### src/rtl/zregfile_pkg.sv
// Shared constants and the read-port mux used by both read ports of zregfile.
package zregfile_pkg;

    localparam int DEF_DATA_W = 8;
    localparam int DEF_DEPTH  = 4;

    // Widest register the read mux can carry; instances must keep DATA_W <= MUX_W.
    localparam int MUX_W = 64;

    // Per-register pending flag encoding.
    localparam logic [0:0] PEND_FREE = 1'b0;
    localparam logic [0:0] PEND_SET  = 1'b1;

    // Hardwired zero wins over bypass, bypass wins over stored data.
    function automatic logic [MUX_W-1:0] read_mux(
        input logic [MUX_W-1:0] stored,
        input logic [MUX_W-1:0] wdata,
        input logic             bypass,
        input logic             force_zero
    );
        logic [MUX_W-1:0] r;
        if (force_zero) begin
            r = '0;
        end else if (bypass) begin
            r = wdata;
        end else begin
            r = stored;
        end
        return r;
    endfunction

endpackage

### src/rtl/zregfile_scoreboard.sv
// Pending-write scoreboard: one FREE/PENDING flag per register plus busy lookups.
module zregfile_scoreboard
    import zregfile_pkg::*;
#(
    parameter int DEPTH    = DEF_DEPTH,
    parameter int ADDR_W   = $clog2(DEPTH),
    parameter int ZERO_REG = 0
) (
    input  logic              clk,
    input  logic              rst_n,
    input  logic              we,
    input  logic [ADDR_W-1:0] waddr,
    input  logic              rsv,
    input  logic [ADDR_W-1:0] rsv_addr,
    input  logic [ADDR_W-1:0] raddr_a,
    input  logic [ADDR_W-1:0] raddr_b,
    output logic              busy_a,
    output logic              busy_b,
    output logic              any_busy,
    output logic [DEPTH-1:0]  pending
);

    logic [DEPTH-1:0] pend_q;
    logic [DEPTH-1:0] pend_d;

    // Reserve is applied after the write clear: a same-address reserve comes
    // from a newer producer and must survive the retiring write.
    always_comb begin
        pend_d = pend_q;
        if (we) begin
            pend_d[waddr] = PEND_FREE;
        end
        if (rsv) begin
            pend_d[rsv_addr] = PEND_SET;
        end
        if (ZERO_REG != 0) begin
            pend_d[0] = PEND_FREE;
        end
    end

    always_ff @(posedge clk or negedge rst_n) begin
        if (!rst_n) begin
            pend_q <= '0;
        end else begin
            pend_q <= pend_d;
        end
    end

    assign busy_a   = pend_q[raddr_a];
    assign busy_b   = pend_q[raddr_b];
    assign any_busy = |pend_q;
    assign pending  = pend_q;

endmodule

### src/rtl/zregfile.sv
// Register file: one synchronous write port, two combinational write-first read
// ports, optional hardwired-zero R0 and a pending-write scoreboard.
module zregfile
    import zregfile_pkg::*;
#(
    parameter int DATA_W   = DEF_DATA_W,
    parameter int DEPTH    = DEF_DEPTH,
    parameter int ADDR_W   = $clog2(DEPTH),
    parameter int ZERO_REG = 0
) (
    input  logic              clk,
    input  logic              rst_n,
    input  logic              we,
    input  logic [ADDR_W-1:0] waddr,
    input  logic [DATA_W-1:0] wdata,
    input  logic [ADDR_W-1:0] raddr_a,
    output logic [DATA_W-1:0] rdata_a,
    input  logic [ADDR_W-1:0] raddr_b,
    output logic [DATA_W-1:0] rdata_b,
    input  logic              rsv,
    input  logic [ADDR_W-1:0] rsv_addr,
    output logic              busy_a,
    output logic              busy_b,
    output logic              any_busy,
    output logic [DEPTH-1:0]  pending
);

    logic [DATA_W-1:0] mem [DEPTH];
    logic              wr_en;
    logic              byp_a;
    logic              byp_b;
    logic              zero_a;
    logic              zero_b;

    assign wr_en = we && !((ZERO_REG != 0) && (waddr == '0));

    always_ff @(posedge clk or negedge rst_n) begin
        if (!rst_n) begin
            for (int i = 0; i < DEPTH; i++) begin
                mem[i] <= '0;
            end
        end else if (wr_en) begin
            mem[waddr] <= wdata;
        end
    end

    // Bypass is gated by reset so the in-flight write never shows while held in reset.
    assign byp_a  = rst_n && we && (waddr == raddr_a);
    assign byp_b  = rst_n && we && (waddr == raddr_b);
    assign zero_a = (ZERO_REG != 0) && (raddr_a == '0);
    assign zero_b = (ZERO_REG != 0) && (raddr_b == '0);

    assign rdata_a = DATA_W'(read_mux(MUX_W'(mem[raddr_a]), MUX_W'(wdata), byp_a, zero_a));
    assign rdata_b = DATA_W'(read_mux(MUX_W'(mem[raddr_b]), MUX_W'(wdata), byp_b, zero_b));

    zregfile_scoreboard #(
        .DEPTH    (DEPTH),
        .ADDR_W   (ADDR_W),
        .ZERO_REG (ZERO_REG)
    ) u_scoreboard (
        .clk      (clk),
        .rst_n    (rst_n),
        .we       (we),
        .waddr    (waddr),
        .rsv      (rsv),
        .rsv_addr (rsv_addr),
        .raddr_a  (raddr_a),
        .raddr_b  (raddr_b),
        .busy_a   (busy_a),
        .busy_b   (busy_b),
        .any_busy (any_busy),
        .pending  (pending)
    );

endmodule
### config.mk
export PLATFORM = sky130hd
export DESIGN_NAME = zregfile
export DESIGN_NICKNAME = d
export VERILOG_FILES = /design/src/rtl/zregfile_pkg.sv /design/src/rtl/zregfile_scoreboard.sv /design/src/rtl/zregfile.sv
export SDC_FILE = /design/constraint.sdc
export NUM_CORES = 1
export LEC_CHECK = 0
export CORE_MARGIN = 2
export CORE_UTILIZATION = 50
export DETAILED_ROUTE_END_ITERATION = 8
export GPL_TIMING_DRIVEN = 0
export PLACE_DENSITY_LB_ADDON = 0.12
export SYNTH_ARGS = -nofsm -noshare
export SYNTH_HDL_FRONTEND = slang
export SYNTH_HIERARCHICAL = 1
export SYNTH_SLANG_ARGS = --single-unit
export TNS_END_PERCENT = 30
### constraint.sdc
create_clock -name clk -period 2.45 [get_ports clk]
set_clock_uncertainty 0.1 [all_clocks]
set_input_delay 0.49 -clock clk [delete_from_list [all_inputs] [get_ports clk]]
set_output_delay 0.49 -clock clk [all_outputs]
set_load 0.02 [all_outputs]
==> key figures, run 1 <==
Worst setup path
  – Max incr delay on CP: about 0.33 ns
  – CP most frequent cell: buf_6
  – Worst setup SP type: primary input
  – WP data required: approximately 1.9 ns
  – Worst-path maximum fanout: 5
  – CP arrival: ~1.8 ns
  – CP Capture Type: output pin
  – Worst path slowest cell: mux2_2
  – Cell breakdown of the critical path: buf_4, buf_8, xor2_1, nor3_4, buf_6, mux2_2, buf_6
  – Crit path kind: in2out

Clocking
  – Htree depth: 2
  – CTS sink count: 36
  – Clock Pin Slew Worst Setup and Hold Paths: 0.07 ns
  – CTS tree: built
  – CTS buffer count: 5
  – Clock Tree Root: clkbuf_8
  – Deepest clock path buffer count: 2
  – Clock latency at the later pin of the worst-skew pair: between 0.2 and 0.3 ns

Power
  – P_int: ~1.4 mW
  – Net Sw Power: about 0.59 mW
  – Total power: 2.03 mW
  – Pleak: roughly 1.3 nW
  – Switch share: ~29%
  – Power Density: ~690 nW/um^2
  – Clk pwr share: 22.5%
  – Flop pwr share: 38.7%
  – Worst vdd ir: approximately 0.35 mV
  – Combinational fraction of design power: around two fifths

Timing
  – Hold Vio Cnt, Final: 0
  – Post-layout minimum cycle time: around 2.4 ns
  – Setup TNS: 0 ns
  – Worst hold margin: 0.0339 ns
  – RSZ-0062 raised after global routing: no
  – Slew at the pin closest to its max-slew limit: approximately 0.55 ns
  – Max Freq: about 0.42 GHz
  – Endpoints failing setup: 0
  – Pins Over Slew Limit: 0
  – Relative slew slack: a little over three fifths
  – Final period util: between 90% and 100%

GRT
  – Number of global-route vias before repair: 1,502
  – Initial antenna violation count: 0
  – First-pass GRT wire length: 7.67 mm
  – GRT Total Usage: about a quarter
  – Largest net degree at the start of global routing: 37
  – Congestion Overflow GR: 0

Drt
  – Post-detailed-route wirelength per cell: roughly 20 um
  – DRC violations left: 0
  – Final WL: ~5.0 mm
  – Routed Antenna Nets: 0
  – Iter 0 DRT Violations: slightly above 50
  – Vias/cell: 5.83
  – Via count: roughly 1,400
  – DR pass1 iterations: 4

Synthesis
  – Yosys cell types: 21
  – Seq/Total Area, Yosys: a little over two fifths
  – Post-synth net total: about 150
  – Synthesized flop and latch total: 36
  – Mapped Cells: 131
  – Syn_area_per_cell: around 16 sq um
  – YS warnings: 6
  – Synthesized area: 2100 sq um

Run
  – Max cap viols: 0

Placed design
  – DPL Wire Length: between 3 and 4 mm
  – Final RePlAce weighted congestion: 0.752
  – PortBufs: 42
  – Dpl cells: about 220

Status
  – Status: completed

Hold path
  – Hold Path Class: in2async

Finish
  – Fin util: roughly three quarters
  – Share of layout cells above drive strength 1: 62.2%
  – FILL cells: 260
  – FF+latch area: 901 sq um
  – Post-route insts no fill: 246
  – NumNets Final: between 200 and 250
  – Multi-input gate area in the final layout: about 1200 sq um
  – Ant diodes: 0
  – Synth-to-layout area growth: 40.2%

Floorplanning
  – Core area: between 4000 and 5000 sq um
  – Starting Density: between 50% and 60%
  – Die Height: about 69 um
  – Row count: 23
  – DIE AREA: roughly 4700 sq um
  – # IOs: 43
  – Die width: 68.9 um
==> power groups by stage <==
stage / clock [mW] / sequential [mW] / combinational (mW)
6_report: 0.457 / 0.786 / 0.790
5_1_grt: 0.486 / 0.803 / 0.840
4_1_cts: 0.463 / 0.785 / 0.785
3_5_place_dp: 0 / 0.796 / 0.698
3_3_place_gp: 0 / 0.783 / 0.683
2_1_floorplan: 0 / 0.782 / 0.428
==> cell usage after synthesis (all sizes together) <==
library cell,instances,share of area [%]
xor2,4,2.0
nand3,2,0.48
clkbuf,1,0.24
dfrtp,36,43
o2bb2ai,1,0.42
nor3b,2,1.2
nor3,2,1.5
buf,5,2.1
mux2,48,26
or4,1,0.36
o22ai,1,0.30
a32o,2,0.95
mux4,18,20
nand3b,4,1.4
nand2,1,0.18
nand2b,1,0.30
inv,2,0.36
==> state kept, by name, indices dropped and copies added (netlist names) <==
| register | flops |
|---|---|
| u_scoreboard/pending | 4 |
| mem | 32 |
==> repair_timing <==
item / in CTS / in global routing
resized for setup: 148 / 11
cloned: 2 / 0
hold buffers: 1 / 0
setup buffers: 12 / 3
hold endpoints to repair: 36 / 0
setup endpoints to repair: 18 / 17
pin swaps: 2 / 2
==> final cells by class <==
cell class,count,share of cell area (%)
Multi-Input combinational cell,87,41.3
Sequential cell,36,30.5
Timing Repair Buffer,60,20.9
Clock buffer,7,3.26
Tap cell,50,2.12
Buffer,4,1.65
Inverter,2,0.254
==> cell usage in the layout (no fill, tap or decap), types with 2 or more instances in the layout <==
| cell | count |
|---|---|
| dfrtp_1 | 36 |
| mux2_2 | 33 |
| buf_6 | 26 |
| mux4_2 | 16 |
| clkdlybuf4s50_1 | 16 |
| mux2_4 | 15 |
| buf_4 | 9 |
| clkbuf_8 | 7 |
| nand3b_1 | 4 |
| xor2_2 | 3 |
| buf_12 | 3 |
| buf_2 | 3 |
| nor3_4 | 2 |
| buf_8 | 2 |
| nand3_1 | 2 |
| clkbuf_2 | 2 |
| dlygate4sd2_1 | 2 |
| inv_1 | 2 |
| a32o_1 | 2 |
| mux4_1 | 2 |
==> critical path, delay by kind of cell <==
kind / cells / cell delay [ns]
buf+inv: 4 / 0.55
mux: 1 / 0.33
simple gates: 1 / 0.27
xor+xnor: 1 / 0.16
==> worst paths after layout <==
check | startpoint | end | slack [ns] | cells past startpoint
min | rst_n | mem[29] | 0.03 | 2
max | raddr_b[0] | rdata_b[0] | 0.05 | 7
max reg2reg | mem[3] | mem[3] | 1.57 | 1
max in group asynchronous | rst_n | mem[20] | 2.03 | 2
min in group clk | mem[23] | mem[23] | 0.43 | 1
min reg2reg | mem[23] | mem[23] | 0.43 | 1
==> through the flow <==
stage | instance area, sq um | setup slack (ns)
finish | 2950 | 0.0543
global route | 2950 | 0.000745
CTS | 2930 | -0.0357
detailed placement | 2580 | -1.13
global placement | 2590 | -2.17
floorplan | 2100 | 0.314
==> logic make-up after synthesis <==
kind of cell | share of synthesized area, %
xor gates and xnor gates | 2.02
muxes | 45.3
buffers and inverters | 2.68
DFF | 42.8
AOI/OAI and AO/OA | 1.66
and+or+nand+nor | 5.53
==> metal layers <==
metal | GRT usage [%] | up-vias | wire length, um
li1 | - | 647 | -
met1 | 30.3 | 735 | 2080
met2 | 39.3 | 43 | 2600
met3 | 5.03 | 9 | 227
met4 | 12.0 | 0 | 89
met5 | 0 | - | 0
Note: power is estimated with default switching activity, not from simulation.
==> run 2, diff against run 1 <==
HOLD_SLACK_MARGIN = 0.08   (was not set)
==> run 2 against run 1 <==
  * Sequential share of layout area is 0.10 points lower
  * Largest power group unchanged
  * Clock-buffer cell count is the same
  * Worst setup slack gained 0.0020 ns
  * Largest cell class unchanged
  * Critical path depth stayed put
  * Combinational power hardly changed
  * Core utilization increased by 0.25 points
  * Clock power is essentially flat
  * First-iteration DRC count is 7.8% lower
  * Global-route usage grew 0.11 points
  * Register-to-register slack hardly changed
==> key figures, run 2 (same netlist as run 1, synthesis figures left out) <==
Worst setup path
  – Setup slack, reg-to-reg: 1.57 ns (about the same)
  – Delay-heaviest family, CP: buffers and inverters
  – R2R depth: 1 (unchanged)
  – R2r endpoint: mem[3]
  – Worst setup SP type: primary input
  – CP most frequent cell: buf_6
  – CP Capture Type: output pin
  – Worst reg2reg path startpoint: mem[3]
  – CP arrival: 1.80 ns (about the same)
  – WP data required: 1.86 ns (about the same)
  – Worst path slowest cell: mux2_2
  – Worst-path maximum fanout: 5 (unchanged)
  – Cell breakdown of the critical path: buf_4, buf_8, xor2_1, nor3_4, buf_6, mux2_2, buf_6
  – Max incr delay on CP: 0.33 ns (about the same)
  – Setup crit end: rdata_b[0]
  – CP startpoint: raddr_b[0]
  – CP bufs+invs: 4 (unchanged)
  – CP Depth: 7 (unchanged)
  – Crit path kind: in2out

Timing
  – Slew at the pin closest to its max-slew limit: 0.555 ns (+0.00582 ns)
  – Endpoints failing setup: 0 (unchanged)
  – Max Freq: 0.418 GHz (about the same)
  – Pins Over Slew Limit: 0 (unchanged)
  – Final period util: 97.7% (about the same)
  – Worst hold margin: 0.425 ns (+0.391 ns)
  – Post-layout minimum cycle time: 2.39 ns (-0.00204 ns)
  – Relative slew slack: 62.9% (-0.39 points)
  – RSZ-0062 raised after global routing: no
  – Hold Vio Cnt, Final: 0 (unchanged)

GRT
  – Largest net degree at the start of global routing: 37 (unchanged)
  – Congestion Overflow GR: 0 (unchanged)
  – Initial antenna violation count: 0 (unchanged)
  – Number of global-route vias before repair: 1,512 (+0.67%)
  – GRT Total Usage: 24.1% (+0.11 points)
  – First-pass GRT wire length: 7.70 mm (+0.36%)

Drt
  – Met2 WL: 2.58 mm (-0.65%)
  – DRC violations left: 0 (unchanged)
  – DR pass1 iterations: 4 (unchanged)
  – Routed Antenna Nets: 0 (unchanged)
  – WL met3: 279 um (+23%)
  – Post-detailed-route wirelength per cell: 20.2 um (-0.21%)
  – Top sig layer: met4
  – DRT met1 WL: 2.03 mm (-2.1%)
  – Via count: 1,425 (-0.63%)
  – Final WL: 5.00 mm (+0.20%)
  – Vias/cell: 5.77 (-1.0%)
  – Iter 0 DRT Violations: 47 (-7.8%)

Run
  – Max cap viols: 0 (unchanged)

Hold path
  – Hold Path Class: reg2reg
  – Hold path depth: 1

Clocking
  – Clock latency at the later pin of the worst-skew pair: 0.29 ns (about the same)
  – Clock Tree Root: clkbuf_8
  – CTS tree: built
  – Clock Pin Slew Worst Setup and Hold Paths: 0.07 ns (about the same)
  – Deepest clock path buffer count: 2 (unchanged)
  – Htree depth: 2 (unchanged)
  – CTS sink count: 36 (unchanged)
  – CTS buffer count: 5 (unchanged)

Finish
  – Synth-to-layout area growth: 40.7%
  – Max reg flops: 32 (unchanged)
  – Most common cell after layout, fill and taps aside: dfrtp_1
  – Biggest register: mem
  – Share of layout cells above drive strength 1: 61.9% (-0.32 points)
  – Ant diodes: 0 (unchanged)
  – Design Area, Final: 2960 sq um (+0.34%)
  – Fin util: 73.5% (+0.25 points)
  – Most frequent cells in the layout: dfrtp_1 (36), mux2_2 (33), buf_6 (26)
  – FF+latch area: 901 sq um (unchanged)
  – Post-route insts no fill: 247 (+0.41%)
  – NumNets Final: 217 (+0.46%)
  – Multi-input gate area in the final layout: 1220 sq um (unchanged)
  – FILL cells: 259 (-0.38%)

Placed design
  – DPL Wire Length: 3.10 mm (unchanged)
  – PortBufs: 42 (unchanged)
  – Dpl cells: 223 (unchanged)
  – Area post-placement: 2580 sq um (unchanged)
  – Final RePlAce weighted congestion: 0.752 (unchanged)

Power
  – Pleak: 1.26 nW (+0.33%)
  – Worst vdd ir: 0.351 mV (about the same)
  – Total power: 2.03 mW (about the same)
  – Power Density: 686 nW/um^2 (-0.43%)

Floorplanning
  – # IOs: 43 (unchanged)
  – Starting Density: 52.2% (unchanged)
  – Die Height: 68.9 um (unchanged)
  – Row count: 23 (unchanged)
  – Die width: 68.9 um (unchanged)
  – Core area: 4030 sq um (unchanged)
  – DIE AREA: 4740 sq um (unchanged)

Status
  – Status: completed
-- run 2: metal layers --
layer	global-route usage (%)	up-vias
met4	12.7	0
met2	39.2	47
met1	29.9	719
li1	-	650
met5	0	-
met3	5.68	9
-- run 2: stage by stage --
step                setup WS [ns]  TNS (ns)
floorplan                   0.314         0
global route             0.000745         0
finish                     0.0564         0
detailed placement          -1.13    -18.13
CTS                       -0.0357    -0.229
global placement            -2.17    -35.36
-- run 2: layout make-up --
type | count | share of cell area, %
Multi-Input combinational cell | 87 | 41.1
Sequential cell | 36 | 30.4
Timing Repair Buffer | 61 | 21.2
Clock buffer | 7 | 3.25
Tap cell | 50 | 2.11
Buffer | 4 | 1.65
Inverter | 2 | 0.253
-- run 2: timing repair --
| item | CTS | global route |
|---|---|---|
| hold buffers | 2 | 0 |
| buffers inserted | 12 | 3 |
| pin swaps | 2 | 2 |
| cloned | 2 | 0 |
| endpoints found under the hold margin | 36 | 0 |
| resized for setup | 148 | 11 |
| setup endpoints to repair | 18 | 17 |
-- run 2: worst min-delay path by stage --
stage / start / to / slack, ns
after global routing: mem[6] / mem[6] / 0.45
final: mem[23] / mem[23] / 0.43
after global placement: mem[15] / mem[15] / 0.40
after detailed placement: mem[5] / mem[5] / 0.41
after CTS: mem[11] / mem[11] / 0.43
after floorplan: rst_n / mem[0] / 0.09
-- run 2: power breakdown --
part           leakage, nW  switching [mW]  total, mW  internal (mW)
Sequential           0.425          0.0795      0.785          0.706
Combinational        0.781           0.306      0.791          0.485
Clock               0.0503           0.204      0.454          0.250
Total                 1.26           0.590       2.03           1.44
==> run 3, diff against run 2 <==
CORE_ASPECT_RATIO = 0.5   (was not set)
CTS_CLUSTER_DIAMETER = 50   (was not set)
CTS_CLUSTER_SIZE = 14   (was not set)
==> run 3 against run 2 <==
  * Core utilization decreased by 0.18 points
  * Total power decreased by 1.8%
  * Non-clock buffer count is 8 lower
  * Critical endpoint is now rdata_b[6]
  * Worst hold slack improved by 0.00075 ns
  * Via count rose by 0.21%
  * Sequential share of layout area is 0.58 points higher
  * Critical path type unchanged
  * First-iteration DRC count increased by 55%
==> key figures, run 3 (same netlist as run 1, synthesis figures left out) <==
Drt
  – Routed Antenna Nets: 0 (unchanged)
  – Vias/cell: 5.85 (+1.4%)
  – Final WL: 4.96 mm (-0.86%)
  – DR pass1 iterations: 4 (unchanged)
  – Post-detailed-route wirelength per cell: 20.3 um (+0.36%)
  – Via count: 1,428 (+0.21%)
  – Iter 0 DRT Violations: 73 (+55%)
  – DRC violations left: 0 (unchanged)

GRT
  – M1 GR Usage: 32.3% (+2.4 points)
  – GRT Total Usage: 23.8% (-0.26 points)
  – Number of global-route vias before repair: 1,577 (+4.3%)
  – M2 GR Usage: 39.9% (+0.68 points)
  – Initial antenna violation count: 0 (unchanged)
  – Largest net degree at the start of global routing: 37 (unchanged)
  – First-pass GRT wire length: 8.17 mm (+6.1%)
  – Congestion Overflow GR: 0 (unchanged)
  – GRT Max-Usage Layer: met2
  – Met3 GRT Util: 5.35% (-0.33 points)

Worst setup path
  – Worst setup SP type: primary input
  – WP data required: 1.86 ns (about the same)
  – CP startpoint: waddr[1]
  – CP Capture Type: output pin
  – Worst reg2reg path startpoint: mem[21]
  – Worst-path maximum fanout: 6 (+1)
  – CP arrival: 1.83 ns (+0.03 ns)
  – Crit path kind: in2out

Clocking
  – Deepest clock path buffer count: 2 (unchanged)
  – CTS tree: built
  – CTS buffer count: 5 (unchanged)
  – Clock latency at the later pin of the worst-skew pair: 0.28 ns (about the same)
  – Htree depth: 2 (unchanged)
  – CTS sink count: 36 (unchanged)
  – Clock Pin Slew Worst Setup and Hold Paths: 0.07 ns (about the same)
  – Clock Tree Root: clkbuf_8

Placed design
  – PortBufs: 42 (unchanged)
  – Dpl cells: 227 (+1.8%)
  – Final RePlAce weighted congestion: 0.763 (+1.6%)
  – Pre-CTS WS: -1.08 ns (+0.0496 ns)
  – DPL Wire Length: 3.01 mm (-2.7%)

Finish
  – Max reg flops: 32 (unchanged)
  – Post-route insts no fill: 244 (-1.2%)
  – Most frequent cells in the layout: dfrtp_1 (36), mux2_2 (34), buf_6 (20)
  – Fin util: 73.3% (-0.18 points)
  – Share of layout cells above drive strength 1: 60.0% (-1.9 points)
  – NumNets Final: 209 (-3.7%)
  – Most common cell after layout, fill and taps aside: dfrtp_1
  – Biggest register: mem
  – Synth-to-layout area growth: 38.1%
  – FILL cells: 259 (unchanged)
  – Ant diodes: 0 (unchanged)

Status
  – Status: completed

Hold path
  – HP Start: mem[12]
  – Hold Path Class: reg2reg

Floorplanning
  – Row count: 16 (-30%)
  – Die Height: 49.9 um (-28%)
  – Die width: 95.8 um (+39%)
  – # IOs: 43 (unchanged)
  – Core area: 3960 sq um (-1.6%)
  – Starting Density: 53.1% (+0.86 points)
  – DIE AREA: 4780 sq um (+0.67%)

Timing
  – Setup TNS: 0 ns (unchanged)
  – Endpoints failing setup: 0 (unchanged)
  – Final setup margin: 0.0253 ns (-0.0311 ns)
  – Post-layout minimum cycle time: 2.42 ns (+0.0311 ns)
  – Max Freq: 0.412 GHz (-1.3%)
  – RSZ-0062 raised after global routing: yes
  – Slew at the pin closest to its max-slew limit: 0.555 ns (+0.000413 ns)
  – Pins Over Slew Limit: 0 (unchanged)
  – Relative slew slack: 62.9% (about the same)
  – Final period util: 99.0% (+1.3 points)
  – Hold Vio Cnt, Final: 0 (unchanged)

Run
  – Max cap viols: 0 (unchanged)

Power
  – Worst vdd ir: 0.350 mV (-0.35%)
  – Pleak: 1.21 nW (-3.3%)
  – Total power: 1.99 mW (-1.8%)
  – Power Density: 686 nW/um^2 (about the same)
==> run 3: report_power, final <==
group | total, mW | switching (mW) | internal (mW) | leakage, nW
sequential | 0.790 | 0.0845 | 0.706 | 0.425
combinational | 0.773 | 0.303 | 0.470 | 0.744
clock | 0.431 | 0.201 | 0.229 | 0.0455
==> run 3: area by class of cell <==
cell class	instances	area (sq um)	area share [%]
well taps	54	67.6	2.32
flip-flops and latches	36	901	31.0
multi-input cells	87	1230	42.3
clock buffers	8	90.1	3.10
plain buffers	5	62.6	2.15
repair buffers	52	549	18.9
inverters	2	7.51	0.258
==> run 3: worst paths after layout <==
path	slack, ns	cells after the start	end
max	0.03	7	rdata_b[6]
min	0.43	1	mem[12]
max reg2reg	1.55	1	mem[21]
min reg2reg	0.43	1	mem[12]
max in group asynchronous	1.43	3	mem[28]
min in group asynchronous	0.62	3	mem[9]
==> run 3: timing repair <==
item	CTS	global route
setup buffers	6	0
pin swaps	2	2
endpoints found under the hold margin	36	0
endpoints found under the setup margin	18	16
hold buffers	2	0
resized for setup	132	19
gates cloned	2	0
==> run 3: routing by layer <==
layer  part of all wire (%)  vias to the layer above
met2                     49                       49
met1                     43                      735
met3                    7.0                        9
li1                       -                      635
met4                    1.1                        0
met5                      0                        -
==> run 3: through the flow <==
| stage | instance area, sq um | hold slack, ns |
|---|---|---|
| after global routing | 2910 | 0.439 |
| after CTS | 2880 | 0.427 |
| after detailed placement | 2590 | 0.412 |
| after floorplan | 2100 | 0.0944 |
| after global placement | 2590 | 0.402 |
| final | 2910 | 0.426 |
==> run 3: critical path, stage by stage <==
cell and delay (ns):
buf_2 0.13, buf_6 0.15, xor2_2 0.19, nor3_4 0.23, buf_6 0.19, mux2_4 0.32, buf_6 0.13
